`src/rtl/pipe_stage_skid_if.sv`:
```
// Handshake bundle between two pipeline stages.
// master drives the stage inputs, slave is the stage itself.
interface pipe_stage_skid_if #(
    parameter int PC_W   = 32,
    parameter int CTRL_W = 32,
    parameter int DATA_W = 64
);
    logic              in_valid;
    logic              in_ready;
    logic [PC_W-1:0]   in_pc;
    logic [CTRL_W-1:0] in_ctrl;
    logic [DATA_W-1:0] in_data;
    logic              out_valid;
    logic              out_ready;
    logic [PC_W-1:0]   out_pc;
    logic [CTRL_W-1:0] out_ctrl;
    logic [DATA_W-1:0] out_data;

    modport master (
        output in_valid, in_pc, in_ctrl, in_data, out_ready,
        input  in_ready, out_valid, out_pc, out_ctrl, out_data
    );

    modport slave (
        input  in_valid, in_pc, in_ctrl, in_data, out_ready,
        output in_ready, out_valid, out_pc, out_ctrl, out_data
    );
endinterface

```
`src/rtl/pipe_stage_skid.sv`:
```
// Inter-stage pipeline register with 2-entry skid, flush-to-bubble
// and a saturating stall-cycle counter. All outputs are flops.
module pipe_stage_skid #(
    parameter int                PC_W        = 32,
    parameter int                CTRL_W      = 32,
    parameter int                DATA_W      = 64,
    parameter logic [CTRL_W-1:0] BUBBLE_CTRL = '0,
    parameter int                CNT_W       = 16
) (
    input  logic             clk,
    input  logic             rst_n,
    input  logic             flush,
    pipe_stage_skid_if.slave bus,
    output logic [1:0]       occupancy,
    output logic [CNT_W-1:0] stall_cycles
);
    typedef enum logic [1:0] {
        EMPTY = 2'd0,
        ONE   = 2'd1,
        FULL  = 2'd2
    } state_t;

    state_t            state_q, state_n;
    logic [PC_W-1:0]   m_pc_q, m_pc_n;
    logic [CTRL_W-1:0] m_ctrl_q, m_ctrl_n;
    logic [DATA_W-1:0] m_data_q, m_data_n;
    logic [PC_W-1:0]   s_pc_q, s_pc_n;
    logic [CTRL_W-1:0] s_ctrl_q, s_ctrl_n;
    logic [DATA_W-1:0] s_data_q, s_data_n;
    logic              out_valid_q;
    logic              in_ready_q;
    logic [1:0]        occ_q;
    logic [CNT_W-1:0]  stall_q;
    logic              accept;
    logic              send;

    assign accept = bus.in_valid & in_ready_q;
    assign send   = out_valid_q & bus.out_ready;

    // Next-state and slot moves; flush wins over send and accept.
    always_comb begin
        state_n  = state_q;
        m_pc_n   = m_pc_q;
        m_ctrl_n = m_ctrl_q;
        m_data_n = m_data_q;
        s_pc_n   = s_pc_q;
        s_ctrl_n = s_ctrl_q;
        s_data_n = s_data_q;
        if (flush) begin
            state_n  = EMPTY;
            m_ctrl_n = BUBBLE_CTRL;
            s_pc_n   = '0;
            s_ctrl_n = BUBBLE_CTRL;
            s_data_n = '0;
        end else begin
            unique case (state_q)
                EMPTY: begin
                    if (accept) begin
                        state_n  = ONE;
                        m_pc_n   = bus.in_pc;
                        m_ctrl_n = bus.in_ctrl;
                        m_data_n = bus.in_data;
                    end
                end
                ONE: begin
                    if (send && accept) begin
                        m_pc_n   = bus.in_pc;
                        m_ctrl_n = bus.in_ctrl;
                        m_data_n = bus.in_data;
                    end else if (send) begin
                        state_n  = EMPTY;
                        m_ctrl_n = BUBBLE_CTRL;
                    end else if (accept) begin
                        state_n  = FULL;
                        s_pc_n   = bus.in_pc;
                        s_ctrl_n = bus.in_ctrl;
                        s_data_n = bus.in_data;
                    end
                end
                FULL: begin
                    if (send) begin
                        state_n  = ONE;
                        m_pc_n   = s_pc_q;
                        m_ctrl_n = s_ctrl_q;
                        m_data_n = s_data_q;
                        s_pc_n   = '0;
                        s_ctrl_n = BUBBLE_CTRL;
                        s_data_n = '0;
                    end
                end
                default: begin
                    state_n  = EMPTY;
                    m_ctrl_n = BUBBLE_CTRL;
                end
            endcase
        end
    end

    // Slot, state and registered status flags.
    always_ff @(posedge clk) begin
        if (!rst_n) begin
            state_q     <= EMPTY;
            m_pc_q      <= '0;
            m_ctrl_q    <= BUBBLE_CTRL;
            m_data_q    <= '0;
            s_pc_q      <= '0;
            s_ctrl_q    <= BUBBLE_CTRL;
            s_data_q    <= '0;
            out_valid_q <= 1'b0;
            in_ready_q  <= 1'b1;
            occ_q       <= 2'd0;
        end else begin
            state_q     <= state_n;
            m_pc_q      <= m_pc_n;
            m_ctrl_q    <= m_ctrl_n;
            m_data_q    <= m_data_n;
            s_pc_q      <= s_pc_n;
            s_ctrl_q    <= s_ctrl_n;
            s_data_q    <= s_data_n;
            out_valid_q <= (state_n != EMPTY);
            in_ready_q  <= (state_n != FULL);
            occ_q       <= (state_n == FULL) ? 2'd2 :
                           (state_n == ONE)  ? 2'd1 : 2'd0;
        end
    end

    // Saturating count of cycles a presented beat was back-pressured.
    always_ff @(posedge clk) begin
        if (!rst_n) begin
            stall_q <= '0;
        end else if (out_valid_q && !bus.out_ready && (stall_q != '1)) begin
            stall_q <= stall_q + 1'b1;
        end
    end

    assign bus.in_ready  = in_ready_q;
    assign bus.out_valid = out_valid_q;
    assign bus.out_pc    = m_pc_q;
    assign bus.out_ctrl  = m_ctrl_q;
    assign bus.out_data  = m_data_q;
    assign occupancy     = occ_q;
    assign stall_cycles  = stall_q;
endmodule

```
`src/flat_wrapper.sv`:
```
// flat-port wrapper written by rule: the top's interface ports become plain ports
module pipe_stage_skid_flat 
#(
    parameter int                PC_W        = 32,
    parameter int                CTRL_W      = 32,
    parameter int                DATA_W      = 64,
    parameter logic [CTRL_W-1:0] BUBBLE_CTRL = '0,
    parameter int                CNT_W       = 16
)
  (clk, rst_n, flush, occupancy, stall_cycles, bus_in_valid, bus_in_pc, bus_in_ctrl, bus_in_data, bus_out_ready, bus_in_ready, bus_out_valid, bus_out_pc, bus_out_ctrl, bus_out_data);
  pipe_stage_skid_if #(.PC_W(PC_W), .CTRL_W(CTRL_W), .DATA_W(DATA_W)) bus_i ();
  input  logic clk;
  input  logic rst_n;
  input  logic flush;
  output logic [1:0] occupancy;
  output logic [CNT_W-1:0] stall_cycles;
  input wire logic [$bits(bus_i.in_valid)-1:0] bus_in_valid;
  input wire logic [$bits(bus_i.in_pc)-1:0] bus_in_pc;
  input wire logic [$bits(bus_i.in_ctrl)-1:0] bus_in_ctrl;
  input wire logic [$bits(bus_i.in_data)-1:0] bus_in_data;
  input wire logic [$bits(bus_i.out_ready)-1:0] bus_out_ready;
  output wire logic [$bits(bus_i.in_ready)-1:0] bus_in_ready;
  output wire logic [$bits(bus_i.out_valid)-1:0] bus_out_valid;
  output wire logic [$bits(bus_i.out_pc)-1:0] bus_out_pc;
  output wire logic [$bits(bus_i.out_ctrl)-1:0] bus_out_ctrl;
  output wire logic [$bits(bus_i.out_data)-1:0] bus_out_data;
  assign bus_i.in_valid = bus_in_valid;
  assign bus_i.in_pc = bus_in_pc;
  assign bus_i.in_ctrl = bus_in_ctrl;
  assign bus_i.in_data = bus_in_data;
  assign bus_i.out_ready = bus_out_ready;
  assign bus_in_ready = bus_i.in_ready;
  assign bus_out_valid = bus_i.out_valid;
  assign bus_out_pc = bus_i.out_pc;
  assign bus_out_ctrl = bus_i.out_ctrl;
  assign bus_out_data = bus_i.out_data;
  pipe_stage_skid #(.PC_W(PC_W), .CTRL_W(CTRL_W), .DATA_W(DATA_W), .BUBBLE_CTRL(BUBBLE_CTRL), .CNT_W(CNT_W)) u_core (.clk(clk), .rst_n(rst_n), .flush(flush), .bus(bus_i), .occupancy(occupancy), .stall_cycles(stall_cycles));
endmodule
```
`config.mk`:
```
export PLATFORM = sky130hd
export DESIGN_NAME = pipe_stage_skid_flat
export DESIGN_NICKNAME = d
export VERILOG_FILES = /design/src/rtl/pipe_stage_skid_if.sv /design/src/rtl/pipe_stage_skid.sv /design/src/flat_wrapper.sv
export SDC_FILE = /design/constraint.sdc
export NUM_CORES = 1
export LEC_CHECK = 0
export ABC_AREA = 1
export CORE_MARGIN = 3
export CORE_UTILIZATION = 50
export DETAILED_ROUTE_END_ITERATION = 10
export PLACE_DENSITY = 0.91
export SLEW_MARGIN = 20
export SYNTH_ARGS = -nofsm -noshare
export SYNTH_HDL_FRONTEND = slang
export SYNTH_SLANG_ARGS = --single-unit
```
`constraint.sdc`:
```
create_clock -name clk -period 2 [get_ports clk]
set_clock_uncertainty 0.1 [all_clocks]
set_input_delay 0.3 -clock clk [delete_from_list [all_inputs] [get_ports clk]]
set_output_delay 0.3 -clock clk [all_outputs]
set_load 0.02 [all_outputs]
```
Yosys cells after proc, flatten, opt, wreduce, memory -nomap -nowiden
Index checks and enable logic that the tools add are counted.
Cells by class
  equality and inequality tests: 13
  div/mod/pow operators: 0
  bitwise operators: 4
  reduce and logical (&&, ||, !) cells: 13
  $mul: 0
  mux-type cells: 32
  shift-type cells: 0
  $add $sub $neg: 1
  order comparisons: 0
Operators with widths (number)
  $mux W64: 6
  $mux W32: 11
  $pmux W32 S3: 2
  $pmux W64 S3: 1
  $pmux W32 S2: 2
  $pmux W64 S2: 1
  $add A16 B1 Y16 const B: 1
  $ne A16 B16 Y1 const B: 1
  $mux W2: 7
  $reduce_and A5 Y1: 2
  $ne A2 B1 Y1 const B: 4
  $ne A2 B2 Y1 const B: 3
  $pmux W2 S3: 1
  $eq A2 B1 Y1 const B: 2
  $eq A2 B2 Y1 const B: 2
  $reduce_bool A2 Y1: 2
  $reduce_or A2 Y1: 2
  $logic_and A1 B1 Y1: 3
  $ne A3 B1 Y1 const B: 1
  $reduce_and A3 Y1: 1
  $reduce_bool A3 Y1: 1
  $and A1 B1 Y1: 2
  $logic_not A2 Y1: 1
  $not A1 Y1: 2
  other kinds (2): 2
Storage, ports and cells
  latch bits: 0
  output and inout port bits: 148
  input bits: 133
  memories: 0
  ROM bits: 0
  flip-flop bits (word level): 278
  RAM bits: 0

Depth between registers and ports, before layout
  depth in word-level cells: 9
  gate-level depth with buffers: 11

Least setup slack after synthesis
Ideal clock, no wire load.
  path type: register -> register
  start: reg u_core.out_valid_q, in the netlist u_core.bus.out_valid
  end: reg u_core.m_data_q[55], in the netlist u_core.bus.out_data[55]
  slack: 216 ps
  path buffers: 2
  data required time: 1784 ps
  library setup time: 116 ps
  clock period less this slack: 1784 ps
  cell stages (with the launch flop): 10
  data arrival time: 1568 ps
  path through: dfxtp_1 > nand2_1 > nor2_1 > nor2_1 > nor2_4 > inv_2 > buf_4 > buf_6 > nor2_1 > nor2_1
Between the ends
  cells in the longest elaborated chain, start to end: 4
RTL lines
  from (decl): RTL line pipe_stage_skid.sv:30  | logic out_valid_q;
  from (signal assigned): RTL line pipe_stage_skid.sv:120  | out_valid_q <= (state_n != EMPTY);
  $and A1 B1 Y1 *: RTL line pipe_stage_skid.sv:38  | assign send = out_valid_q & bus.out_ready;
  $logic_and A1 B1 Y1: RTL line pipe_stage_skid.sv:66  | if (send && accept) begin
  $ne A2 B1 Y1 (no line)
  $reduce_and A5 Y1 (no line) *
  to (signal assigned): RTL line pipe_stage_skid.sv:116  | m_data_q <= m_data_n;
  to (decl): RTL line pipe_stage_skid.sv:26  | logic [DATA_W-1:0] m_data_q, m_data_n;
Mark *: on every way between the ends. The rest lies on a longest branch, timed or not.
A chain may end at the register's enable or synchronous reset.

Final worst setup path
  start: reg u_core.stall_q[1], in the netlist u_core.stall_cycles[1]
  end: out stall_cycles[1]
RTL lines
  from (decl): RTL line pipe_stage_skid.sv:33  | logic [CNT_W-1:0] stall_q;
  from (signal assigned): RTL line pipe_stage_skid.sv:132  | stall_q <= stall_q + 1'b1;
  to (decl): RTL line flat_wrapper.sv:16  | output logic [CNT_W-1:0] stall_cycles;
No word-level cell between the ends.

==> flow_summary.json <==
{
  "finalHoldViolations": 0,
  "io-pin-count": 281,
  "synth_top_family_by_area": "simple AND/OR/NAND/NOR gates",
  "ys.flop_type": "dfxtp_1",
  "first_pass_iters": 5,
  "cpMaxStageDelayCell": "clkdlybuf4s50_1",
  "cp_slowest_stage_delay_ns": 0.63,
  "postCtsHoldBufs": 0,
  "clk_path_buf_depth": 3,
  "final_area_um2": 15800,
  "post-cts-setup-buffer-count": 0,
  "grt_setup_unrepaired": "false",
  "finalNonFillerCells": 2200,
  "die_x_um": 158,
  "worstSetupPathType": "reg -> out",
  "crit_chain": "clkdlybuf4s50_1",
  "p_per_area_nw_per_um2": 875,
  "cts_sinks": 278,
  "dp_hpwl_um": 22400,
  "power_uw": 13800,
  "clock-root-buffer": "clkbuf_16",
  "synth.largest_area_cell": "dfxtp_1",
  "cp-start-kind": "register",
  "ys_types": 23,
  "place_congestion": 0.920,
  "dp_cells": 2147,
  "place_area_um2": 14700,
  "synth-xor-area-share": 0.00379,
  "grt_pass1_vias": 11317,
  "fillers": 1721,
  "synth_area_leaders": "dfxtp_1 (48%), nand2_1 (16%), a21oi_1 (7.5%)",
  "crit_arrival_ns": 1.57,
  "synth_most_common_cell": "nand2_1",
  "synth.mux.area_fraction": 0,
  "gr-total-overflow": 0,
  "drive_above_1_share": 0.0568,
  "portBuffers": 280,
  "synth_edf_count": 0,
  "die_h_um": 158,
  "cts_tree": "yes",
  "synth_compound_area_frac": 0.162,
  "yosysSeqAreaShare": 0.482,
  "ys_async_sr_fraction": 0,
  "cp-end-kind": "primary output",
  "area_delta_synth_final_pct": 36.5,
  "num_rows": 54,
  "synth-simple-area-share": 0.290,
  "synth.net_count": 1796,
  "synth-adder-area-share": 0.00108,
  "ant_nets": 0,
  "peakVddDrop_uv": 634,
  "initial_core_util": 0.518,
  "path_clk_slew_ns": 0.06,
  "slew_headroom": 0.640,
  "synth.top_cell.area_share": 0.482,
  "ys_warn_count": 0,
  "route.detailed.drc": 0,
  "fin_crit_ns": 1.97,
  "postSynthAreaPerCell_um2": 6.95,
  "vias_per_cell": 5.40,
  "path_max_fanout": 4,
  "vias": 11886,
  "fmax_ghz": 0.509,
  "cp_num_buf_inv": 1,
  "synth_area_um2": 11600,
  "wl_um": 34500,
  "grt_max_degree": 118,
  "ys_top_cells_by_count": "nand2_1 (505), dfxtp_1 (278), nor2_1 (220), a21oi_1 (174), o21ai_0 (151)",
  "numCtsBuffers": 29,
  "wl_per_cell_um": 15.7,
  "antenna_found_initial": 2,
  "tightest_slew_ns": 0.540,
  "drv_cap": 0,
  "slew_violations": 0,
  "tns_ns": 0,
  "setup_viol": 0,
  "grt_pass1_wl_um": 55000,
  "ys_ff_latch": 278,
  "first_iter_violations": 958,
  "num-nets-final": 2032,
  "syn_inst": 1662,
  "clk-insertion-delay-late_ns": 0.54,
  "p_leak_uw": 0.00663,
  "hold_class": "in -> reg",
  "track_usage": 0.264,
  "finalCritPeriodShare": 0.983,
  "dieArea_um2": 25000,
  "critPathTopFamily": "buffers and inverters",
  "core_area_um2": 22300,
  "worstPathRequired_ns": 1.60,
  "htree_levels": 1,
  "status": "completed"
}
sequential cells by signal, indices dropped and copies added, names as in the netlist, 2 cells and up:
| register | flops |
|---|---|
| u_core.bus.out_ctrl | 32 |
| u_core.bus.out_data | 64 |
| u_core.bus.out_pc | 32 |
| u_core.occupancy | 2 |
| u_core.s_ctrl_q | 32 |
| u_core.s_data_q | 64 |
| u_core.s_pc_q | 32 |
| u_core.stall_cycles | 16 |
| u_core.state_q | 2 |
per-layer routing:
metal  vias up  part of all wire  track usage  routed length [µm]
li1       5861                 -            -                   -
met1      5406              0.42        0.345               14500
met2       536              0.46        0.437               16000
met3        81             0.084       0.0517                2900
met4         2             0.029       0.0959                1010
met5         -           0.00058            0                  20
cell families (layout without fill, tap and decap cells):
kind of cell | after synthesis | in the layout
AND/OR/NAND/NOR | 847 | 847
AO/OA/AOI/OAI | 373 | 373
flip-flops | 278 | 278
buffers and inverters | 158 | 415
XOR/XNOR | 5 | 5
adder cells (fa/ha/maj) | 1 | 1
other | 0 | 1
where the power goes:
| group | switching, µW | internal [µW] | total (µW) |
|---|---|---|---|
| logic | 1140 | 918 | 2050 |
| clock network | 2210 | 3570 | 5780 |
| registers | 156 | 5810 | 5970 |
| total | 3500 | 10300 | 13800 |
final cells by class:
type	count	area, µm²	area share
Multi-Input combinational cell	1226	5300	0.336
Clock buffer	42	885	0.0561
Inverter	40	154	0.00976
Antenna cell	1	2.50	0.000159
Timing Repair Buffer	323	3360	0.213
Clock inverter	10	160	0.0102
Tap cell	280	350	0.0222
Sequential cell	278	5570	0.353
path summary, 6_finish.rpt:
check,from,to,slack (ns),depth (start not counted)
hold reg to reg,u_core.s_pc_q[22],u_core.s_pc_q[22],0.34,2
setup reg to reg,u_core.state_q[0],u_core.bus.out_pc[10],0.19,10
setup / recovery,u_core.stall_cycles[1],stall_cycles[1],0.03,1
hold / removal,bus_in_pc[1],u_core.s_pc_q[1],0.24,3
timing repair:
action / in CTS / in global routing
gates cloned: 0 / 0
setup endpoints to repair: 13 / 10
resized for setup: 13 / 3
pin swaps: 0 / 0
metrics by stage:
stage,hold WS [ns],util,worst slack [ns]
5_1_grt,0.250,0.707,0.00648
3_3_place_gp,0.328,0.661,-0.136
6_report,0.243,0.707,0.0349
2_1_floorplan,0.322,-,0.216
3_5_place_dp,0.334,0.661,-0.188
4_1_cts,0.230,0.707,0.0302
layout by cell type, fill, tap and decap left out:
master and instances:
o21ai_1 46, clkdlybuf4s50_1 264, inv_1 33, dfxtp_1 278, inv_2 5, ha_1 1
clkbuf_8 11, dlymetal6s2s_1 2, nor2_2 3, dlygate4sd2_1 13, inv_4 1, nand3_1 112
nand4_1 2, inv_6 1, o21ai_0 151, o21ai_2 1, nand2_1 505, nor2_1 218
xor2_1 4, clkbuf_16 29, clkinv_4 1, buf_2 1, nor2_4 3, buf_4 23
clkinv_2 4, o21bai_1 1, nand2_4 1, bufinv_16 4, clkinvlp_4 1, buf_12 20
xnor2_1 1, a21oi_1 174, nor3_1 3, diode_2 1, clkbuf_1 2
Note: power is estimated with default switching activity, not from simulation.
